`src/rtl/eb_arb_pkg.sv`:
```
`default_nettype none
// ============================================================================
// Module : eb_arb_pkg
// Brief  : Shared types and helpers for the elastic-buffer arbiters
//          (packet lock state, requester-index width).
// Rev    : 1.0 - initial release
// ============================================================================
package eb_arb_pkg;

    // Packet lock state: IDLE arbitrates freely, LOCKED pins the grant
    // to the owner of a packet that is in progress.
    typedef enum logic [0:0] {
        ARB_IDLE   = 1'b0,
        ARB_LOCKED = 1'b1
    } arb_state_e;

    // A single requester still needs a one-bit index port.
    localparam int c_ID_W_MIN = 1;

    // Width of a requester index for n requesters, never below c_ID_W_MIN.
    function automatic int eb_id_w(input int n);
        return (n > 1) ? $clog2(n) : c_ID_W_MIN;
    endfunction

endpackage
`default_nettype wire

```
`src/rtl/eb_rr_pick.sv`:
```
`default_nettype none
// ============================================================================
// Module : eb_rr_pick
// Brief  : Combinational rotating-priority picker. Grants the first set
//          request at or above ptr, wrapping to the lowest set request.
//          Reusable by any scheduler needing round-robin selection.
// Rev    : 1.0 - initial release
// ============================================================================
module eb_rr_pick
    import eb_arb_pkg::*;
#(
    parameter int N  = 4,
    parameter int IW = eb_id_w(N)
) (
    input  logic [N-1:0]  req,
    input  logic [IW-1:0] ptr,
    output logic [N-1:0]  gnt,
    output logic [IW-1:0] idx,
    output logic          any
);

    logic [N-1:0] w_hi;
    logic [N-1:0] w_src;

    // Mask off requests below ptr; if none remain, wrap to the full set
    // and take the lowest set bit of whichever set is in use.
    always_comb begin
        w_hi = '0;
        for (int i = 0; i < N; i++) begin
            w_hi[i] = req[i] && (IW'(i) >= ptr);
        end
        w_src = (|w_hi) ? w_hi : req;
        gnt   = '0;
        idx   = '0;
        any   = |req;
        for (int i = N - 1; i >= 0; i--) begin
            if (w_src[i]) begin
                gnt    = '0;
                gnt[i] = 1'b1;
                idx    = IW'(i);
            end
        end
    end

endmodule
`default_nettype wire

```
`src/rtl/eb_rr_arb.sv`:
```
`default_nettype none
// ============================================================================
// Module : eb_rr_arb
// Brief  : N-to-1 round-robin arbiter feeding one registered valid/ready
//          output slot. Full throughput, no combinational t_valid->i_valid.
//          Optional packet lock (no interleaving) when EB_RR_ARB_LOCK_EN
//          is defined; otherwise arbitration is per beat.
// Rev    : 1.0 - initial release
// ============================================================================
module eb_rr_arb
    import eb_arb_pkg::*;
#(
    parameter int N  = 4,
    parameter int W  = 32,
    parameter int IW = eb_id_w(N)
) (
    input  logic           clk,
    input  logic           reset_n,
    input  logic [N-1:0]   t_valid,
    output logic [N-1:0]   t_ready,
    input  logic [N*W-1:0] t_data,
    input  logic [N-1:0]   t_last,
    output logic           i_valid,
    input  logic           i_ready,
    output logic [W-1:0]   i_data,
    output logic           i_last,
    output logic [IW-1:0]  i_id
);

    logic           r_valid;
    logic [W-1:0]   r_data;
    logic           r_last;
    logic [IW-1:0]  r_id;
    logic [IW-1:0]  r_ptr;

    logic           w_free;
    logic [N-1:0]   w_pick_gnt;
    logic [IW-1:0]  w_pick_idx;
    logic           w_pick_any;
    logic [N-1:0]   w_gnt;
    logic [IW-1:0]  w_gnt_idx;
    logic           w_acc;
    logic [W-1:0]   w_acc_data;
    logic           w_acc_last;
    logic [IW-1:0]  w_ptr_nxt;

    // The slot can take a new beat when empty or draining this cycle.
    assign w_free = ~r_valid | i_ready;

    eb_rr_pick #(
        .N  (N),
        .IW (IW)
    ) u_pick (
        .req (t_valid),
        .ptr (r_ptr),
        .gnt (w_pick_gnt),
        .idx (w_pick_idx),
        .any (w_pick_any)
    );

`ifdef EB_RR_ARB_LOCK_EN
    arb_state_e     r_state;
    arb_state_e     w_state_nxt;
    logic [IW-1:0]  r_owner;
    logic [IW-1:0]  w_owner_nxt;
    logic [N-1:0]   w_own_oh;

    // While a packet is open only its owner is granted; gating with t_valid
    // keeps t_ready low during a mid-packet gap.
    always_comb begin
        w_own_oh = '0;
        for (int i = 0; i < N; i++) begin
            w_own_oh[i] = (IW'(i) == r_owner);
        end
        if (r_state == ARB_LOCKED) begin
            w_gnt     = w_own_oh & t_valid;
            w_gnt_idx = r_owner;
        end else begin
            w_gnt     = w_pick_any ? w_pick_gnt : '0;
            w_gnt_idx = w_pick_idx;
        end
    end

    // Lock state register.
    always_ff @(posedge clk or negedge reset_n) begin
        if (!reset_n) begin
            r_state <= ARB_IDLE;
            r_owner <= '0;
        end else begin
            r_state <= w_state_nxt;
            r_owner <= w_owner_nxt;
        end
    end

    // Open a lock on an accepted non-last beat, release it on the last beat.
    always_comb begin
        w_state_nxt = r_state;
        w_owner_nxt = r_owner;
        case (r_state)
            ARB_IDLE: begin
                if (w_acc && !w_acc_last) begin
                    w_state_nxt = ARB_LOCKED;
                    w_owner_nxt = w_gnt_idx;
                end
            end
            ARB_LOCKED: begin
                if (w_acc && w_acc_last) begin
                    w_state_nxt = ARB_IDLE;
                end
            end
            default: w_state_nxt = ARB_IDLE;
        endcase
    end
`else
    // Per-beat arbitration straight from the picker.
    always_comb begin
        w_gnt     = w_pick_any ? w_pick_gnt : '0;
        w_gnt_idx = w_pick_idx;
    end
`endif

    assign t_ready = w_gnt & {N{w_free}};
    assign w_acc   = |(t_valid & t_ready);

    // One-hot mux of the granted requester's beat.
    always_comb begin
        w_acc_data = '0;
        w_acc_last = 1'b0;
        for (int i = 0; i < N; i++) begin
            if (w_gnt[i]) begin
                w_acc_data = t_data[i*W +: W];
                w_acc_last = t_last[i];
            end
        end
    end

    // Next pointer is the requester after the one served, wrapping at N.
    assign w_ptr_nxt = (w_gnt_idx == IW'(N - 1)) ? '0 : w_gnt_idx + IW'(1);

    // Output slot: load on accept, empty when drained without replacement.
    always_ff @(posedge clk or negedge reset_n) begin
        if (!reset_n) begin
            r_valid <= 1'b0;
            r_data  <= '0;
            r_last  <= 1'b0;
            r_id    <= '0;
        end else if (w_acc) begin
            r_valid <= 1'b1;
            r_data  <= w_acc_data;
            r_last  <= w_acc_last;
            r_id    <= w_gnt_idx;
        end else if (i_ready) begin
            r_valid <= 1'b0;
        end
    end

    // Round-robin pointer; with packet lock it moves only on packet ends.
    always_ff @(posedge clk or negedge reset_n) begin
        if (!reset_n) begin
            r_ptr <= '0;
`ifdef EB_RR_ARB_LOCK_EN
        end else if (w_acc && w_acc_last) begin
`else
        end else if (w_acc) begin
`endif
            r_ptr <= w_ptr_nxt;
        end
    end

    assign i_valid = r_valid;
    assign i_data  = r_data;
    assign i_last  = r_last;
    assign i_id    = r_id;

endmodule
`default_nettype wire
```
`config.mk`:
```
export PLATFORM = sky130hd
export DESIGN_NAME = eb_rr_arb
export DESIGN_NICKNAME = d
export VERILOG_FILES = /design/src/rtl/eb_arb_pkg.sv /design/src/rtl/eb_rr_pick.sv /design/src/rtl/eb_rr_arb.sv
export SDC_FILE = /design/constraint.sdc
export NUM_CORES = 1
export LEC_CHECK = 0
export CORE_MARGIN = 2
export CORE_UTILIZATION = 41
export CTS_CLUSTER_SIZE = 8
export DETAILED_ROUTE_END_ITERATION = 8
export PLACE_DENSITY = 0.88
export REMOVE_ABC_BUFFERS = 1
export SLEW_MARGIN = 20
export SYNTH_ARGS = -nofsm -noshare
export SYNTH_HDL_FRONTEND = slang
export SYNTH_SLANG_ARGS = --single-unit
```
`constraint.sdc`:
```
create_clock -name clk -period 3.6 [get_ports clk]
set_input_delay 0.9 -clock clk [delete_from_list [all_inputs] [get_ports clk]]
set_output_delay 0.9 -clock clk [all_outputs]
set_load 0.005 [all_outputs]
```
==> summary.md, run 1 <==
| Metric | Value |
|---|---|
| Status | completed |
| Vias in the first global route | roughly 3.2k |
| Max Cap Viol | 0 |
| Synth Warn # | 0 |
| Final period util | between 90% and 100% |
| Initial DRC Count | around 140 |
| Hold crit path type | flop to flop |
| Startpoint types | primary input |
| Busiest grt layer | met2 |
| Pwr per Cell Area | approximately 690 nW/µm² |
| Crit Path Category | primary input to output pin |
| Final wirelength | between 10 and 15 mm |
| Final Net Count | 650 |
| Fmax | 0.289 GHz |
| Ports | around 180 |
| CTS Hold Bufs | 0 |
| Row cnt | 30 |
| Post-synth top area cell | dfrtp_1 |
| Switching part of the total | between 40% and 50% |
| Crit-path cells | clkdlybuf4s50_1 > nor2_1 > o21ai_4 > and2_1 > nor2_1 > clkdlybuf4s50_1 |
| Req. time, crit path | between 2 and 3 ns |
| Area contributors post-synth | dfrtp_1 32%, a32oi_2 17%, a21oi_1 11% |
| CP max-delay cell | clkdlybuf4s50_1 |
| Leak | about 1.9 nW |
| Floorplan Core Area | between 6000 and 7000 µm² |
| Die area | ~8000 µm² |
| Top post-synthesis cells by count | 66 x a21oi_1, 65 x nand2_1, 38 x dfrtp_1 |
| Syn Area/Cell | approximately 8.6 µm² |
| Worst-path fanout max | 9 |
| Top-count cell post-synth | a21oi_1 |
| CTS Buffer Depth | 2 |
| Initial antenna violation count | 0 |
| RSZ-0062 raised after global routing | false |
| Met2 usage | a little under half |
| Yosys reg bits | 38 |
| DRT Pass-1 Iters | 4 |
| Clock Pin Slew Worst Setup and Hold Paths | approximately 0.070 ns |
| Die width | a little under 90 µm |
| Measured slew at the worst slew-check pin | approximately 0.85 ns |
| Top cell type's share of synthesized area | about a third |
| Post-route DRC violation count | 0 |
| Rel. slew slack | approximately 43% |
| Combinational share of power | roughly two thirds |
| Fraction of layout cells with a size suffix above 1 | a little under a fifth |
| Net Sw Power | about 0.0014 W |
| Setup TNS | 0 ns |
| Worst path max stage delay | 0.55 ns |
| Largest net degree at the start of global routing | 39 |
| Pwr Total | 0.00338 W |
| Global Route Usage Sum | between 20% and 30% |
| Number of port buffers | roughly 180 |
| Die Y | around 90 µm |
| Vias | ~3.3k |
| # setup viols final | 0 |
| Setup Skew | a little over 0.003 ns |
| Initial Utilization | 42.7% |
| Resize count post-CTS | 0 |
| DRT antenna net count | 0 |
| Syn Inst Count | 343 |
| Internal power | about 0.002 W |
| Cell Area, Synth | roughly 3000 µm² |
| Vias per inst | 5.39 |
| Gpl congestion | 0.892 |
| Synth async-reset ratio | 100% |
| Final min period | roughly 3.5 ns |
| Final HPWL DP | 7.54 mm |
| Area grow syn2layout | 66.2% |
| CP arrival | approximately 2.6 ns |
| CTS tree | yes |
| Final slew viol count | 0 |
| Sequential share of power | 24.1% |
| EDFF count, synth | 0 |
| Register area share after synthesis | about a third |
| # Post-CTS Setup Buffers | 0 |
| Fillers | about 560 |
| Maximum vdd drop | approximately 0.30 mV |
| Distinct cell type count after synthesis | 35 |
| WL/cell | 16.6 µm |
| CTS Buf Count | 5 |
| Util after Layout | a little under three quarters |
| Top_reg_cell synth | dfrtp_1 |
| Grt met3 use | ~6.6% |
| CTS sink cnt | 38 |
| Total grt overflow | 0 |
| CP endpoint kind | output pin |
| Hold Fails Final Rpt | 0 |
| GRT met1 Usage | 29.1% |
| Root Driver | clkbuf_8 |
| Worst-Skew Late Latency | between 0.2 and 0.3 ns |
| Clock Power Share | 8.2% |
| ANT cells | 0 |
| H-tree levels | 2 |
| First-pass GRT wire length | around 15 mm |
## per-layer routing
layer,wire length (µm),vias up
li1,-,1567
met1,4060,1540
met2,5070,148
met3,764,18
met4,193,0
met5,0,-
## path summary, 6_finish.rpt
kind | start | end | slack, ns | depth (start not counted)
hold / removal | i_id[1]$_DFFE_PN0P_ | i_id[1]$_DFFE_PN0P_ | 0.51 | 1
setup / recovery | t_valid[0] | t_ready[2] | 0.14 | 6
setup reg to reg | r_ptr[1]$_DFFE_PN0P_ | i_data[29]$_DFFE_PN0P_ | 1.05 | 7
min in group asynchronous | reset_n | i_data[19]$_DFFE_PN0P_ | 0.72 | 1
hold reg to reg | i_id[1]$_DFFE_PN0P_ | i_id[1]$_DFFE_PN0P_ | 0.51 | 1
max in group asynchronous | reset_n | i_valid$_DFFE_PN0P_ | 2.34 | 1
## state kept, by name, summed over array words and instances, names as in the netlist
signal / flops
i_data: 32
i_id: 2
r_ptr: 2
i_last: 1
i_valid: 1
## cell type report
| type | instances | area, µm² | area share (%) |
|---|---|---|---|
| inverter | 36 | 135 | 2.77 |
| clock buffer | 5 | 68.8 | 1.41 |
| multi-input combinational | 235 | 1690 | 34.6 |
| clock inverter | 2 | 10.0 | 0.205 |
| tap | 96 | 120 | 2.46 |
| sequential | 38 | 951 | 19.5 |
| timing repair buffer | 195 | 1900 | 39.1 |
## cell families after synthesis
kind of cell	after synthesis	share of synthesized area (%)
buf+inv	70	10.6
flops	38	32.4
simple gates	85	12.2
mux	2	0.725
compound gates	148	44.1
## layout by cell type, fill, tap and decap left out, types with 2 or more instances in the layout
| master | count |
|---|---|
| clkdlybuf4s50_1 | 177 |
| a21oi_1 | 66 |
| nand2_1 | 65 |
| dfrtp_1 | 38 |
| inv_1 | 36 |
| a31o_2 | 32 |
| a32oi_2 | 31 |
| buf_4 | 17 |
| nor2_1 | 6 |
| clkbuf_8 | 5 |
| and2b_1 | 2 |
| nor2b_1 | 2 |
| o21ai_4 | 2 |
| and2_1 | 2 |
| nand2b_1 | 2 |
| o21ai_0 | 2 |
| a22o_1 | 2 |
| a32oi_1 | 2 |
| clkinv_2 | 2 |
## power groups by stage
stage	clock, W	combinational [W]	sequential (W)
finish	0.000276	0.00229	0.000812
floorplan	0	0.00127	0.000812
global route	0.000299	0.00247	0.000840
detailed placement	0	0.00231	0.000807
CTS	0.000282	0.00231	0.000810
global placement	0	0.00222	0.000805
## critical path, delay by kind of cell
| kind | cells | cell delay [ns] |
|---|---|---|
| AOI/OAI and AO/OA | 1 | 0.07 |
| buffers and inverters | 2 | 1.06 |
| and+or+nand+nor | 3 | 0.52 |
## stage by stage
step	cell area (µm²)	instances	setup WS [ns]	hold slack, ns
after CTS	4870	607	0.149	0.512
after floorplan	2760	309	-0.724	0.484
after global routing	4870	607	0.0400	0.539
final	4870	607	0.137	0.506
after global placement	4800	600	0.169	0.488
after detailed placement	4800	600	0.149	0.496
(Power assumes the default switching activity.)
==> run 2, diff against run 1 <==
--- a/config.mk
+++ b/config.mk
@@ -9,6 +9,7 @@
 export CORE_UTILIZATION = 41
 export CTS_CLUSTER_SIZE = 8
 export DETAILED_ROUTE_END_ITERATION = 8
+export MAX_ROUTING_LAYER = met4
 export PLACE_DENSITY = 0.88
 export REMOVE_ABC_BUFFERS = 1
 export SLEW_MARGIN = 20
==> run 2 against run 1 <==
Total power increased by 0.11%. Non-clock buffer count did not move. Maximum frequency barely moved. Critical path type unchanged. Clock skew barely moved. Cell area stayed put. Combinational power is essentially flat.
==> summary.md, run 2 (same netlist as run 1, synthesis figures left out) <==
| Metric | Value |
|---|---|
| Vias in the first global route | between 3k and 4k |
| Clock Pin Slew Worst Setup and Hold Paths | ~0.070 ns |
| Number of port buffers | roughly 180 |
| Gpl congestion | just over 0.9 |
| WL/cell | between 15 and 20 µm |
| Worst reg2reg endpoint | i_data[29]$_DFFE_PN0P_ |
| Final HPWL DP | about 7.5 mm |
| Final min period | ~3.5 ns |
| Area grow syn2layout | 66.2% |
| Max Cap Viol | 0 |
| Worst R2R Setup Slack | 1.06 ns |
| Hold crit path type | flop to flop |
| Sequential share of power | 24.0% |
| Critical R2R Launch | r_ptr[1]$_DFFE_PN0P_ |
| Setup Skew | 0.00336 ns |
| Resize count post-CTS | 0 |
| Flip-flop and latch area | roughly 950 µm² |
| Die Y | approximately 90 µm |
| GRT met1 Usage | 29.8% |
| Hold Fails Final Rpt | 0 |
| Commonest cells after routing, fill and taps aside | 177 x clkdlybuf4s50_1, 66 x a21oi_1, 65 x nand2_1 |
| DRT Pass-1 Iters | 4 |
| Grt met3 use | roughly 5.6% |
| Most common cell after layout, fill and taps aside | clkdlybuf4s50_1 |
| CP arrival | about 2.6 ns |
| Worst-Skew Late Latency | ~0.28 ns |
| RSZ-0062 raised after global routing | false |
| Pwr Total | between 0.003 and 0.004 W |
| DRT antenna net count | 0 |
| Row cnt | 30 |
| Largest register FFs | 32 |
| Net Sw Power | 0.00138 W |
| Die width | between 80 and 90 µm |
| Met2 usage | 45.2% |
| Leak | 1.93 nW |
| Worst Reg-to-Reg Cells | 7 |
| # setup viols final | 0 |
| Switching part of the total | approximately 41% |
| Req. time, crit path | around 2.7 ns |
| Combinational share of power | between 60 and 70% |
| WHS | around 0.50 ns |
| H-tree levels | 2 |
| Clock Power Share | around 8% |
| Die area | 7850 µm² |
| Fillers | approximately 560 |
| # Post-CTS Setup Buffers | 0 |
| Fmax | just under 0.3 GHz |
| Worst-path fanout max | 9 |
| CP endpoint kind | output pin |
| Critical Path Source | t_valid[0] |
| Crit Path Category | primary input to output pin |
| Global Route Usage Sum | around a quarter |
| Status | completed |
| Util after Layout | 71.0% |
| Initial DRC Count | between 100 and 150 |
| Measured slew at the worst slew-check pin | between 0.8 and 0.9 ns |
| Startpoint types | primary input |
| Vias | around 3.3k |
| Maximum vdd drop | about 0.3 mV |
| Initial antenna violation count | 0 |
| Ports | around 180 |
| Fraction of layout cells with a size suffix above 1 | a little under a fifth |
| CTS Buf Count | 5 |
| Floorplan Core Area | 6870 µm² |
| Post-route DRC violation count | 0 |
| Busiest grt layer | met2 |
| Internal power | between 0.002 and 0.0025 W |
| Final wirelength | ~10 mm |
| Multi-input gate area | approximately 1700 µm² |
| Largest net degree at the start of global routing | 39 |
| Total grt overflow | 0 |
| CTS tree | yes |
| CP Capture Point | t_ready[2] |
| Initial Utilization | a little over two fifths |
| Vias per inst | about 5.4 |
| ANT cells | 0 |
| Placed Cells incl. Taps | 600 |
| Final Net Count | 650 |
| First-pass GRT wire length | 15.4 mm |
| CTS Hold Bufs | 0 |
| Final period util | between 90% and 100% |
| CTS sink cnt | 38 |
| Rel. slew slack | a little over two fifths |
| Pwr per Cell Area | between 600 and 700 nW/µm² |
| Final slew viol count | 0 |
| CTS Buffer Depth | 2 |
| Post-route insts no fill | between 600 and 700 |
| Root Driver | clkbuf_8 |
run 2: cell counts in the layout (fill, tap and decap cells not counted):
No cell type changed its count.
run 2: layer usage:
metal,vias to the layer above,wire length (µm)
met4,0,201
met1,1529,4140
met5,-,0
met3,20,709
met2,154,5070
li1,1566,-
run 2: critical path: stages:
cell and delay (ns):
clkdlybuf4s50_1 0.55, nor2_1 0.24, o21ai_4 0.07, and2_1 0.17, nor2_1 0.11, clkdlybuf4s50_1 0.51
run 2: through the flow:
stage          instance area (µm²)  worst slack [ns]  setup TNS, ns
6_report                      4870             0.138              0
2_1_floorplan                 2760            -0.724         -15.44
3_3_place_gp                  4800             0.169              0
3_5_place_dp                  4800             0.149              0
4_1_cts                       4870             0.149              0
5_1_grt                       4870            0.0400              0
run 2: layout make-up:
cell class | instances | area share [%]
sequential | 38 | 19.5
multi-input combinational | 235 | 34.6
inverter | 36 | 2.77
clock buffer | 5 | 1.41
tap | 96 | 2.46
timing repair buffer | 195 | 39.1
clock inverter | 2 | 0.205
run 2: worst min path at each step:
stage                         from  cells past startpoint  slack (ns)             endpoint
5_1_grt        i_id[1]$_DFFE_PN0P_                      1        0.54  i_id[1]$_DFFE_PN0P_
2_1_floorplan  i_id[1]$_DFFE_PN0P_                      1        0.48  i_id[1]$_DFFE_PN0P_
4_1_cts        i_id[1]$_DFFE_PN0P_                      1        0.51  i_id[1]$_DFFE_PN0P_
3_3_place_gp   i_id[1]$_DFFE_PN0P_                      1        0.49  i_id[1]$_DFFE_PN0P_
3_5_place_dp   i_id[1]$_DFFE_PN0P_                      1        0.50  i_id[1]$_DFFE_PN0P_
6_report       i_id[1]$_DFFE_PN0P_                      1        0.50  i_id[1]$_DFFE_PN0P_
run 2: power by group through the flow:
stage          clock network [W]  logic (W)  registers (W)
4_1_cts                 0.000282    0.00231       0.000810
3_5_place_dp                   0    0.00231       0.000807
3_3_place_gp                   0    0.00222       0.000805
2_1_floorplan                  0    0.00127       0.000812
6_report                0.000276    0.00229       0.000811
5_1_grt                 0.000299    0.00247       0.000840
==> run 3, diff against run 2 <==
--- a/config.mk
+++ b/config.mk
@@ -6,11 +6,11 @@
 export NUM_CORES = 1
 export LEC_CHECK = 0
 export CORE_MARGIN = 2
-export CORE_UTILIZATION = 41
+export CORE_UTILIZATION = 34
 export CTS_CLUSTER_SIZE = 8
 export DETAILED_ROUTE_END_ITERATION = 8
 export MAX_ROUTING_LAYER = met4
-export PLACE_DENSITY = 0.88
+export PLACE_DENSITY = 0.77
 export REMOVE_ABC_BUFFERS = 1
 export SLEW_MARGIN = 20
 export SYNTH_ARGS = -nofsm -noshare
==> constraint.sdc (replaced) <==
create_clock -name clk -period 3.1 [get_ports clk]
set_input_delay 0.775 -clock clk [delete_from_list [all_inputs] [get_ports clk]]
set_output_delay 0.775 -clock clk [all_outputs]
set_load 0.005 [all_outputs]
==> run 3 against run 2 <==
Count of clock-buffer cells in the layout is 3 higher. Critical path depth stayed put. Final cell count is 3.1% higher. Global-route usage is 2.4 points lower. Clock skew is 0.00095 ns lower. Routed wire length is 8.0% higher. Core utilization is 11 points lower. Die area is 20% higher. Largest cell class unchanged.
==> summary.md, run 3 (same netlist as run 1, synthesis figures left out) <==
| Metric | Value |
|---|---|
| Fillers | slightly above 700 |
| RSZ-0062 raised after global routing | false |
| Die width | roughly 97 µm |
| CP endpoint kind | output pin |
| Hold Fails Final Rpt | 0 |
| Worst-path fanout max | 7 |
| ANT cells | 0 |
| CTS Buf Count | 5 |
| WHS | a little over 0.5 ns |
| Initial Utilization | between 30% and 40% |
| First-pass GRT wire length | 17.7 mm |
| CTS Buffer Depth | 2 |
| Setup TNS | 0 ns |
| Worst-Skew Late Latency | ~0.28 ns |
| Vias | about 3.4k |
| CTS Hold Bufs | 0 |
| Clock Pin Slew Worst Setup and Hold Paths | about 0.080 ns |
| Setup WS pre-CTS | -0.170 ns |
| Number of port buffers | between 150 and 200 |
| Final HPWL DP | roughly 7.9 mm |
| Net Sw Power | roughly 0.0016 W |
| Req. time, crit path | approximately 2.3 ns |
| Sequential share of power | a little under a quarter |
| Post-route DRC violation count | 0 |
| CTS tree | yes |
| CTS sink cnt | 38 |
| Post-DP Area | ~5000 µm² |
| Max Cap Viol | 0 |
| # setup viols final | 0 |
| Final Net Count | 659 |
| Die area | 9380 µm² |
| Total grt overflow | 0 |
| H-tree levels | 2 |
| Crit Path Category | primary input to output pin |
| Post-layout instance area | 5010 µm² |
| Fraction of layout cells with a size suffix above 1 | between 20 and 25% |
| Gpl congestion | 0.805 |
| Commonest cells after routing, fill and taps aside | 173 x clkdlybuf4s50_1, 66 x a21oi_1, 65 x nand2_1 |
| Post-route insts no fill | 626 |
| Floorplan Core Area | between 8000 and 9000 µm² |
| Multi-input gate area | 1700 µm² |
| Internal power | 0.00245 W |
| WL/cell | about 17 µm |
| Switching part of the total | between 40% and 50% |
| Resize count post-CTS | 9 |
| Ports | approximately 180 |
| Leak | about 2 nW |
| Final period util | between 90% and 100% |
| Final slew viol count | 0 |
| Maximum vdd drop | approximately 0.37 mV |
| Clock Power Share | between 9 and 10% |
| Initial DRC Count | 144 |
| Global Route Usage Sum | a little under a quarter |
| Most common cell after layout, fill and taps aside | clkdlybuf4s50_1 |
| Final min period | 2.98 ns |
| Pwr per Cell Area | 816 nW/µm² |
| Vias per inst | 5.37 |
| Fmax | ~0.34 GHz |
| CP arrival | approximately 2.2 ns |
| Area grow syn2layout | 70.7% |
| DRT Pass-1 Iters | 4 |
| Largest net degree at the start of global routing | 39 |
| Initial antenna violation count | 0 |
| Root Driver | clkbuf_8 |
| Largest register FFs | 32 |
| Hold crit path type | flop to flop |
| Row cnt | 33 |
| Final wirelength | 10.9 mm |
| Status | completed |
| Rel. slew slack | approximately two fifths |
| Startpoint types | primary input |
| # Post-CTS Setup Buffers | 0 |
| Die Y | just under 100 µm |
| Combinational share of power | ~67% |
| Vias in the first global route | 3,607 |
| Final worst slack | between 0.1 and 0.15 ns |
| Setup Skew | ~0.0024 ns |
| Measured slew at the worst slew-check pin | between 0.8 and 0.9 ns |
| Flip-flop and latch area | approximately 950 µm² |
| DRT antenna net count | 0 |
| Placed Cells incl. Taps | 618 |
run 3: per-layer routing:
layer	global-route usage [%]	vias to the layer above	part of all wire [%]
li1	-	1579	-
met1	29.0	1621	43
met2	40.1	150	50
met3	4.55	13	5.8
met4	5.09	0	0.96
met5	-	-	0
run 3: final cells by class:
type	count	share of cell area, %
Clock buffer	8	2.20
Inverter	36	2.70
Multi-Input combinational cell	235	33.9
Sequential cell	38	19.0
Tap cell	105	2.62
Timing Repair Buffer	204	39.5
run 3: critical path, stage by stage:
cell	delay, ns
dlygate4sd2_1	0.36
buf_4	0.19
a21oi_1	0.04
o211a_1	0.24
and2_1	0.15
clkdlybuf4s50_1	0.44
run 3: power groups by stage:
stage               Combinational [W]  Clock, W  Sequential (W)
global route                  0.00294  0.000439        0.000984
finish                        0.00272  0.000405        0.000954
global placement              0.00266         0        0.000951
CTS                           0.00274  0.000418        0.000956
detailed placement            0.00274         0        0.000954
floorplan                     0.00147         0        0.000943
run 3: path summary, 6_finish.rpt:
| kind | cells past startpoint | endpoint | slack [ns] | start |
|---|---|---|---|---|
| worst max-delay path | 6 | t_ready[1] | 0.12 | t_valid[0] |
| max in group asynchronous | 1 | i_id[0]$_DFFE_PN0P_ | 1.93 | reset_n |
| worst min-delay path | 1 | i_id[1]$_DFFE_PN0P_ | 0.51 | i_id[1]$_DFFE_PN0P_ |
| min in group asynchronous | 1 | i_last$_DFFE_PN0P_ | 0.60 | reset_n |
| worst max register to register | 7 | i_data[26]$_DFFE_PN0P_ | 0.49 | r_ptr[1]$_DFFE_PN0P_ |
| worst min register to register | 1 | i_id[1]$_DFFE_PN0P_ | 0.51 | i_id[1]$_DFFE_PN0P_ |
run 3: through the flow:
step / util (%) / total power, W
after global routing: 60.3 / 0.00436
after floorplan: - / 0.00242
after CTS: 60.3 / 0.00412
after global placement: 58.9 / 0.00361
after detailed placement: 58.9 / 0.00370
final: 60.3 / 0.00408
